$ cat config.mk
export PLATFORM = sky130hd
export DESIGN_NAME = cab_slave_flat
export DESIGN_NICKNAME = d
export VERILOG_FILES = /design/src/rtl/cab_slave_if.sv /design/src/rtl/cab_slave.sv /design/src/flat_wrapper.sv
export SDC_FILE = /design/constraint.sdc
export NUM_CORES = 1
export LEC_CHECK = 0
export BUFFER_PORTS_ARGS = -buffer_cell sky130_fd_sc_hd__buf_2
export CORE_AREA = 3 3 139 101
export DETAILED_ROUTE_END_ITERATION = 12
export DIE_AREA = 0 0 142 104
export GPL_ROUTABILITY_DRIVEN = 1
export GPL_TIMING_DRIVEN = 0
export PLACE_DENSITY = 0.52
export SLEW_MARGIN = 20
export SYNTH_ARGS = -nofsm -noshare
export SYNTH_HDL_FRONTEND = slang
export SYNTH_SLANG_ARGS = --single-unit
export TNS_END_PERCENT = 20
$ cat constraint.sdc
create_clock -name clk -period 4 [get_ports clk]
set_clock_uncertainty 0.05 [all_clocks]
set_input_delay 0.2 -clock clk [delete_from_list [all_inputs] [get_ports clk]]
set_output_delay 0.2 -clock clk [all_outputs]
set_load 0.02 [all_outputs]
$ cat src/rtl/cab_slave_if.sv
// cab_slave_if -- bus bundle for the CAB register slave.
//
// Groups the CAB phase channel (request/accept, write phases, read data
// phases, error flag) and the register-access channel (request, address,
// write data, ack, read data).
//
// Modports:
//   slave  : the cab_slave side (receives CAB phases, issues register accesses)
//   master : the environment side (CAB master plus register file responder)

`timescale 1ns/1ps

interface cab_slave_if;
   // CAB phase channel
   logic        cab_xxi_sreq;
   logic [15:0] cab_xxi_swdata;
   logic        xxi_cab_sreq_rdy;
   logic        xxi_cab_sdn;
   logic [15:0] xxi_cab_srdata;
   logic        xxo_cab_serr;

   // Register access channel
   logic        xxo_reg_req;
   logic        xxo_reg_lan;
   logic [15:0] xxo_reg_addr;
   logic        xxo_reg_wr;
   logic [31:0] xxo_reg_wdata;
   logic        reg_xxo_ack;
   logic [31:0] reg_xxo_rdata;

   modport slave (
      input  cab_xxi_sreq,
      input  cab_xxi_swdata,
      output xxi_cab_sreq_rdy,
      output xxi_cab_sdn,
      output xxi_cab_srdata,
      output xxo_cab_serr,
      output xxo_reg_req,
      output xxo_reg_lan,
      output xxo_reg_addr,
      output xxo_reg_wr,
      output xxo_reg_wdata,
      input  reg_xxo_ack,
      input  reg_xxo_rdata
   );

   modport master (
      output cab_xxi_sreq,
      output cab_xxi_swdata,
      input  xxi_cab_sreq_rdy,
      input  xxi_cab_sdn,
      input  xxi_cab_srdata,
      input  xxo_cab_serr,
      input  xxo_reg_req,
      input  xxo_reg_lan,
      input  xxo_reg_addr,
      input  xxo_reg_wr,
      input  xxo_reg_wdata,
      output reg_xxo_ack,
      output reg_xxo_rdata
   );
endinterface

$ cat src/rtl/cab_slave.sv
// cab_slave -- converts CAB phase transactions into 32-bit register accesses.
//
// A transaction starts with an address phase {addr[13:0], lan, wr}. Writes
// follow with two data phases (low half, then high half). The access is then
// presented on the register channel until acked; reads return their 32-bit
// result as two read data phases (low half first).
//
// Ports:
//   clk   : clock, all logic on the rising edge
//   rst_n : asynchronous active-low reset
//   bus   : cab_slave_if.slave (CAB phase channel + register access channel)
//
// Build option:
//   CAB_SLAVE_TIMEOUT_EN : when defined, a register access left unacked for
//   256 cycles is abandoned; the sticky xxo_cab_serr flag is raised and a
//   read returns 32'hDEAD_BEEF. When undefined the slave waits forever and
//   xxo_cab_serr is tied low.

`timescale 1ns/1ps

module cab_slave (
   input logic        clk,
   input logic        rst_n,
   cab_slave_if.slave bus
);

   typedef enum logic [5:0] {
      S_IDLE  = 6'b000001,
      S_WDAT0 = 6'b000010,
      S_WDAT1 = 6'b000100,
      S_REQ   = 6'b001000,
      S_RDAT0 = 6'b010000,
      S_RDAT1 = 6'b100000
   } state_t;

   state_t      state_q;
   state_t      state_n;

   logic        sreq_rdy;
   logic        accept;
   logic        sdn;
   logic [15:0] srdata;
   logic        timeout;
   logic        serr;

   logic [13:0] addr_q;
   logic        lan_q;
   logic        wr_q;
   logic [31:0] wdata_q;
   logic [31:0] rdata_q;
   logic        reg_req_q;

   assign accept = bus.cab_xxi_sreq & sreq_rdy;

`ifdef CAB_SLAVE_TIMEOUT_EN
   logic [7:0] tmo_cnt_q;
   logic       serr_q;

   // The counter rests at zero outside S_REQ, so every S_REQ entry starts
   // from zero; the 256th unacked cycle (count 255) abandons the access.
   assign timeout = (state_q == S_REQ) && !bus.reg_xxo_ack && (tmo_cnt_q == 8'hFF);

   always_ff @(posedge clk or negedge rst_n) begin
      if (!rst_n) begin
         tmo_cnt_q <= 8'h00;
      end else if (state_q != S_REQ) begin
         tmo_cnt_q <= 8'h00;
      end else if (!bus.reg_xxo_ack) begin
         tmo_cnt_q <= tmo_cnt_q + 8'd1;
      end
   end

   // Error flag stays set until the next reset.
   always_ff @(posedge clk or negedge rst_n) begin
      if (!rst_n) begin
         serr_q <= 1'b0;
      end else if (timeout) begin
         serr_q <= 1'b1;
      end
   end

   assign serr = serr_q;
`else
   assign timeout = 1'b0;
   assign serr    = 1'b0;
`endif

   // State register.
   always_ff @(posedge clk or negedge rst_n) begin
      if (!rst_n) begin
         state_q <= S_IDLE;
      end else begin
         state_q <= state_n;
      end
   end

   // Next-state logic; any encoding other than the six one-hot codes
   // falls back to S_IDLE.
   always_comb begin
      state_n = state_q;
      case (state_q)
         S_IDLE: begin
            if (accept) begin
               state_n = bus.cab_xxi_swdata[0] ? S_WDAT0 : S_REQ;
            end
         end
         S_WDAT0: begin
            if (accept) begin
               state_n = S_WDAT1;
            end
         end
         S_WDAT1: begin
            if (accept) begin
               state_n = S_REQ;
            end
         end
         S_REQ: begin
            if (bus.reg_xxo_ack || timeout) begin
               state_n = wr_q ? S_IDLE : S_RDAT0;
            end
         end
         S_RDAT0: state_n = S_RDAT1;
         S_RDAT1: state_n = S_IDLE;
         default: state_n = S_IDLE;
      endcase
   end

   // Output decode; read data is forced to zero outside the data phases.
   always_comb begin
      sreq_rdy = 1'b0;
      sdn      = 1'b0;
      srdata   = 16'h0000;
      case (state_q)
         S_IDLE, S_WDAT0, S_WDAT1: sreq_rdy = 1'b1;
         S_RDAT0: begin
            sdn    = 1'b1;
            srdata = rdata_q[15:0];
         end
         S_RDAT1: begin
            sdn    = 1'b1;
            srdata = rdata_q[31:16];
         end
         default: begin
            sreq_rdy = 1'b0;
         end
      endcase
   end

   // Transaction datapath. reg_req is its own flop, loaded from the
   // next state, so it is glitch-free and exactly covers S_REQ.
   always_ff @(posedge clk or negedge rst_n) begin
      if (!rst_n) begin
         addr_q    <= 14'h0000;
         lan_q     <= 1'b0;
         wr_q      <= 1'b0;
         wdata_q   <= 32'h0000_0000;
         rdata_q   <= 32'h0000_0000;
         reg_req_q <= 1'b0;
      end else begin
         reg_req_q <= (state_n == S_REQ);
         if ((state_q == S_IDLE) && accept) begin
            addr_q <= bus.cab_xxi_swdata[15:2];
            lan_q  <= bus.cab_xxi_swdata[1];
            wr_q   <= bus.cab_xxi_swdata[0];
         end
         if ((state_q == S_WDAT0) && accept) begin
            wdata_q[15:0] <= bus.cab_xxi_swdata;
         end
         if ((state_q == S_WDAT1) && accept) begin
            wdata_q[31:16] <= bus.cab_xxi_swdata;
         end
         if ((state_q == S_REQ) && !wr_q) begin
            if (bus.reg_xxo_ack) begin
               rdata_q <= bus.reg_xxo_rdata;
            end else if (timeout) begin
               rdata_q <= 32'hDEAD_BEEF;
            end
         end
      end
   end

   assign bus.xxi_cab_sreq_rdy = sreq_rdy;
   assign bus.xxi_cab_sdn      = sdn;
   assign bus.xxi_cab_srdata   = srdata;
   assign bus.xxo_cab_serr     = serr;
   assign bus.xxo_reg_req      = reg_req_q;
   assign bus.xxo_reg_lan      = lan_q;
   assign bus.xxo_reg_addr     = {addr_q, 2'b00};
   assign bus.xxo_reg_wr       = wr_q;
   assign bus.xxo_reg_wdata    = wdata_q;

endmodule

$ cat src/flat_wrapper.sv
// flat-port wrapper written by rule: the top's interface ports become plain ports
module cab_slave_flat 
  (clk, rst_n, bus_cab_xxi_sreq, bus_cab_xxi_swdata, bus_xxi_cab_sreq_rdy, bus_xxi_cab_sdn, bus_xxi_cab_srdata, bus_xxo_cab_serr, bus_xxo_reg_req, bus_xxo_reg_lan, bus_xxo_reg_addr, bus_xxo_reg_wr, bus_xxo_reg_wdata, bus_reg_xxo_ack, bus_reg_xxo_rdata);
  cab_slave_if bus_i ();
  input logic clk;
  input logic rst_n;
  input wire logic [$bits(bus_i.cab_xxi_sreq)-1:0] bus_cab_xxi_sreq;
  input wire logic [$bits(bus_i.cab_xxi_swdata)-1:0] bus_cab_xxi_swdata;
  output wire logic [$bits(bus_i.xxi_cab_sreq_rdy)-1:0] bus_xxi_cab_sreq_rdy;
  output wire logic [$bits(bus_i.xxi_cab_sdn)-1:0] bus_xxi_cab_sdn;
  output wire logic [$bits(bus_i.xxi_cab_srdata)-1:0] bus_xxi_cab_srdata;
  output wire logic [$bits(bus_i.xxo_cab_serr)-1:0] bus_xxo_cab_serr;
  output wire logic [$bits(bus_i.xxo_reg_req)-1:0] bus_xxo_reg_req;
  output wire logic [$bits(bus_i.xxo_reg_lan)-1:0] bus_xxo_reg_lan;
  output wire logic [$bits(bus_i.xxo_reg_addr)-1:0] bus_xxo_reg_addr;
  output wire logic [$bits(bus_i.xxo_reg_wr)-1:0] bus_xxo_reg_wr;
  output wire logic [$bits(bus_i.xxo_reg_wdata)-1:0] bus_xxo_reg_wdata;
  input wire logic [$bits(bus_i.reg_xxo_ack)-1:0] bus_reg_xxo_ack;
  input wire logic [$bits(bus_i.reg_xxo_rdata)-1:0] bus_reg_xxo_rdata;
  assign bus_i.cab_xxi_sreq = bus_cab_xxi_sreq;
  assign bus_i.cab_xxi_swdata = bus_cab_xxi_swdata;
  assign bus_xxi_cab_sreq_rdy = bus_i.xxi_cab_sreq_rdy;
  assign bus_xxi_cab_sdn = bus_i.xxi_cab_sdn;
  assign bus_xxi_cab_srdata = bus_i.xxi_cab_srdata;
  assign bus_xxo_cab_serr = bus_i.xxo_cab_serr;
  assign bus_xxo_reg_req = bus_i.xxo_reg_req;
  assign bus_xxo_reg_lan = bus_i.xxo_reg_lan;
  assign bus_xxo_reg_addr = bus_i.xxo_reg_addr;
  assign bus_xxo_reg_wr = bus_i.xxo_reg_wr;
  assign bus_xxo_reg_wdata = bus_i.xxo_reg_wdata;
  assign bus_i.reg_xxo_ack = bus_reg_xxo_ack;
  assign bus_i.reg_xxo_rdata = bus_reg_xxo_rdata;
  cab_slave u_core (.clk(clk), .rst_n(rst_n), .bus(bus_i));
endmodule
==> impl_metrics.py <==
metrics = {
    "critical_path": {
        "worst_path_most_repeated_cell": "buf_2",
        "cp-start-kind": "flip-flop",
        "cp_max_fo": 10,
        "crit_type": "reg2out",
        "cp_cell_sequence": "buf_4 -> nor3_2 -> and3_1 -> clkbuf_1 -> buf_2 -> a22o_1 -> buf_2",
        "reg2reg_depth": 6,
        "crit_slowest_cell": "dfstp_2",
        "required_ps": 3750,
        "critPathCaptureType": "primary output",
        "path_delay_family": "buffers and inverters",
        "path_buf_inv": 4,
        "cp.arrival_ps": 2280,
        "reg2reg_from": "u_core.state_q[0]$_DFF_PN1_",
        "reg2reg_to": "u_core.addr_q[5]$_DFFE_PN0P_",
        "reg2reg_slack_ps": 1940,
        "critPathMaxStageDelay_ps": 360,
    },
    "hold_path": {
        "min_path_type": "in2reg",
        "hold_depth": 2,
        "min_from": "bus_reg_xxo_rdata[3]",
        "min_to": "u_core.rdata_q[3]$_DFFE_PN0P_",
    },
    "timing": {
        "post-route-period-util": 0.632,
        "max_freq_mhz": 395,
        "min_period_ps": 2530,
        "rsz0062_at_grt": "false",
        "worst_pin_slew_ps": 525,
        "max_slew_margin": 0.648,
        "hold_viol": 0,
        "setup-tns-final_ps": 0,
        "final_max_slew_viol_count": 0,
        "finalSetupViolations": 0,
    },
    "run": {
        "drv_cap": 0,
    },
    "global_route": {
        "antenna_found_initial": 0,
        "grtUsageTotal": 0.118,
        "overflow": 0,
        "met1_usage": 0.166,
        "grt_pass1_vias": 2539,
        "grt_start_max_net_pins": 51,
        "use_met3": 0.0372,
        "met2_usage": 0.171,
        "busiest_layer": "met2",
        "grt_pass1_wl_um": 13700,
    },
    "placement": {
        "port_buffers": 118,
        "post-dp-hpwl_um": 6260,
        "postPlaceCellArea_mm2": 0.00464,
        "gp_congestion": 0.751,
    },
    "clocking": {
        "cts.sinks": 87,
        "post_cts_buffers": 0,
        "cts-htree-levels": 3,
        "ctsLongestPathBuffers": 2,
        "path_clk_slew_ps": 70,
        "hold_buffers": 1,
        "clock_latency_ps": 340,
        "cts_tree": "built",
        "cts-buffers-inserted": 9,
        "cts_resized": 0,
        "cts-root-buf": "clkbuf_16",
    },
    "detailed_routing": {
        "route.vias.total": 2462,
        "dr.first_iter.drc_count": 40,
        "wirelength_um": 8580,
        "remaining_drc_errors": 0,
        "viasPerCell": 4.44,
        "wl_per_cell_um": 15.5,
        "ant_nets": 0,
        "dr.pass1.iters": 4,
    },
    "die": {
        "fp.dieH_um": 104,
        "die_w_um": 142,
        "ios": 122,
        "fp-row-count": 35,
        "coreArea_mm2": 0.0129,
        "dieArea_mm2": 0.0148,
        "start_util": 0.294,
    },
    "logic_synthesis": {
        "synth_edf_count": 0,
        "ys.flop_type": "dfrtp_1",
        "ys.warnings.count": 0,
        "yosysTopAreaCell": "dfrtp_1",
        "synthCells": 251,
        "synthArstFlopShare": 1.00,
        "synth.distinct_cells": 37,
        "synth_top_area_share": 0.566,
        "synth_seq_cells": 87,
        "synth_area_leaders": "dfrtp_1 (57%), mux2_2 (18%), mux2_4 (7.9%)",
        "synthesis.area_mm2": 0.00380,
        "yosysMostFrequentCell": "dfrtp_1",
        "yosysSeqAreaShare": 0.573,
        "avgSynthCellArea_um2": 15.1,
        "synth_commonest_cells": "dfrtp_1 (86), mux2_2 (60), mux2_4 (20), a22o_1 (16), buf_6 (9)",
    },
    "layout": {
        "multi_input_area_mm2": 0.00145,
        "n_fill_cell": 1259,
        "nets": 436,
        "drive_above_1_share": 0.620,
        "seqCellArea_mm2": 0.00218,
        "area_delta_synth_final_pct": 31.0,
        "final_cell_area_mm2": 0.00498,
        "n_antenna_cell": 0,
    },
    "pwr": {
        "seqPwrFrac": 0.387,
        "cellPowerDensity_mw_per_mm2": 772,
        "clockPowerShare": 0.239,
        "leakage_nw": 2.64,
        "p_int_mw": 2.56,
        "switching_power_mw": 1.28,
        "total_power_mw": 3.84,
        "peakVddDrop_v": 0.000220,
        "sw_frac_of_total": 0.333,
        "pwr-share-comb": 0.373,
    },
    "status": {
        "status": "completed",
    },
}
## kinds of logic (layout without fill, tap and decap cells)
logic type / count (synthesis) / after routing / share of synthesized area
other cells: 1 / 3 / 0.000987
compound gates: 29 / 29 / 0.0576
flops: 87 / 87 / 0.573
mux: 80 / 80 / 0.257
buf+inv: 23 / 159 / 0.0471
simple gates: 29 / 29 / 0.0596
xor+xnor: 2 / 2 / 0.00461
## final cells by class
class,instances,share of cell area
clock buffer,10,0.0480
buffer,20,0.0337
sequential,87,0.438
tap,166,0.0417
multi-input combinational,143,0.291
clock inverter,6,0.0186
inverter,3,0.00226
timing repair buffer,120,0.127
## routing by layer
metal  vias to the layer above  part of all wire
li1                       1164                 -
met1                      1221              0.49
met3                        11             0.048
met4                         0             0.014
met5                         -                 0
met2                        66              0.45
## power groups by stage
stage               logic [mW]  clock network [mW]  registers, mW
global route              1.54               0.992           1.54
global placement          1.43                   0           1.49
detailed placement        1.46                   0           1.50
finish                    1.43               0.919           1.49
floorplan                0.721                   0           1.77
CTS                       1.46               0.950           1.49
## registers in the layout, summed over array words and instances, names as in the netlist
signal,flops
u_core.addr_q,14
u_core.bus.xxo_reg_lan,1
u_core.bus.xxo_reg_req,1
u_core.bus.xxo_reg_wdata,32
u_core.bus.xxo_reg_wr,1
u_core.rdata_q,32
u_core.state_q,6
## per-stage QoR
step                      setup WS, ps  instances  hold slack, ps   util
after floorplan                   2090        253            -146      -
after global placement            1790        537             383  0.357
after detailed placement          1820        538             174  0.359
after CTS                         1450        555            21.1  0.385
after global routing              1320        555            22.8  0.385
final                             1470        555            37.4  0.385
## worst max-delay path by stage
stage	from	endpoint	slack, ps	cells after the start
final	u_core.state_q[0]$_DFF_PN1_	bus_xxi_cab_srdata[11]	1470	7
after global routing	u_core.state_q[0]$_DFF_PN1_	bus_xxi_cab_srdata[11]	1320	7
after detailed placement	u_core.state_q[0]$_DFF_PN1_	bus_xxi_cab_srdata[11]	1820	7
after CTS	u_core.state_q[0]$_DFF_PN1_	bus_xxi_cab_srdata[11]	1450	7
after global placement	u_core.state_q[0]$_DFF_PN1_	bus_xxi_cab_srdata[11]	1790	7
after floorplan	u_core.state_q[0]$_DFF_PN1_	u_core.addr_q[10]$_DFFE_PN0P_	2090	6
## placed cells by master (no fill, tap or decap), types with 2 or more instances in the layout
cell / instances
buf_4: 6
a21oi_1: 6
nor2b_1: 2
mux2_4: 20
buf_6: 9
clkinvlp_4: 2
and3_1: 3
conb_1: 3
nand3b_4: 2
nor3_1: 4
a22o_1: 16
clkbuf_16: 9
nand2b_1: 2
inv_1: 3
o21ai_0: 2
bufinv_16: 2
buf_2: 122
nor2_1: 5
mux2_2: 60
dfrtp_1: 86
Note: power is estimated with default switching activity, not from simulation.
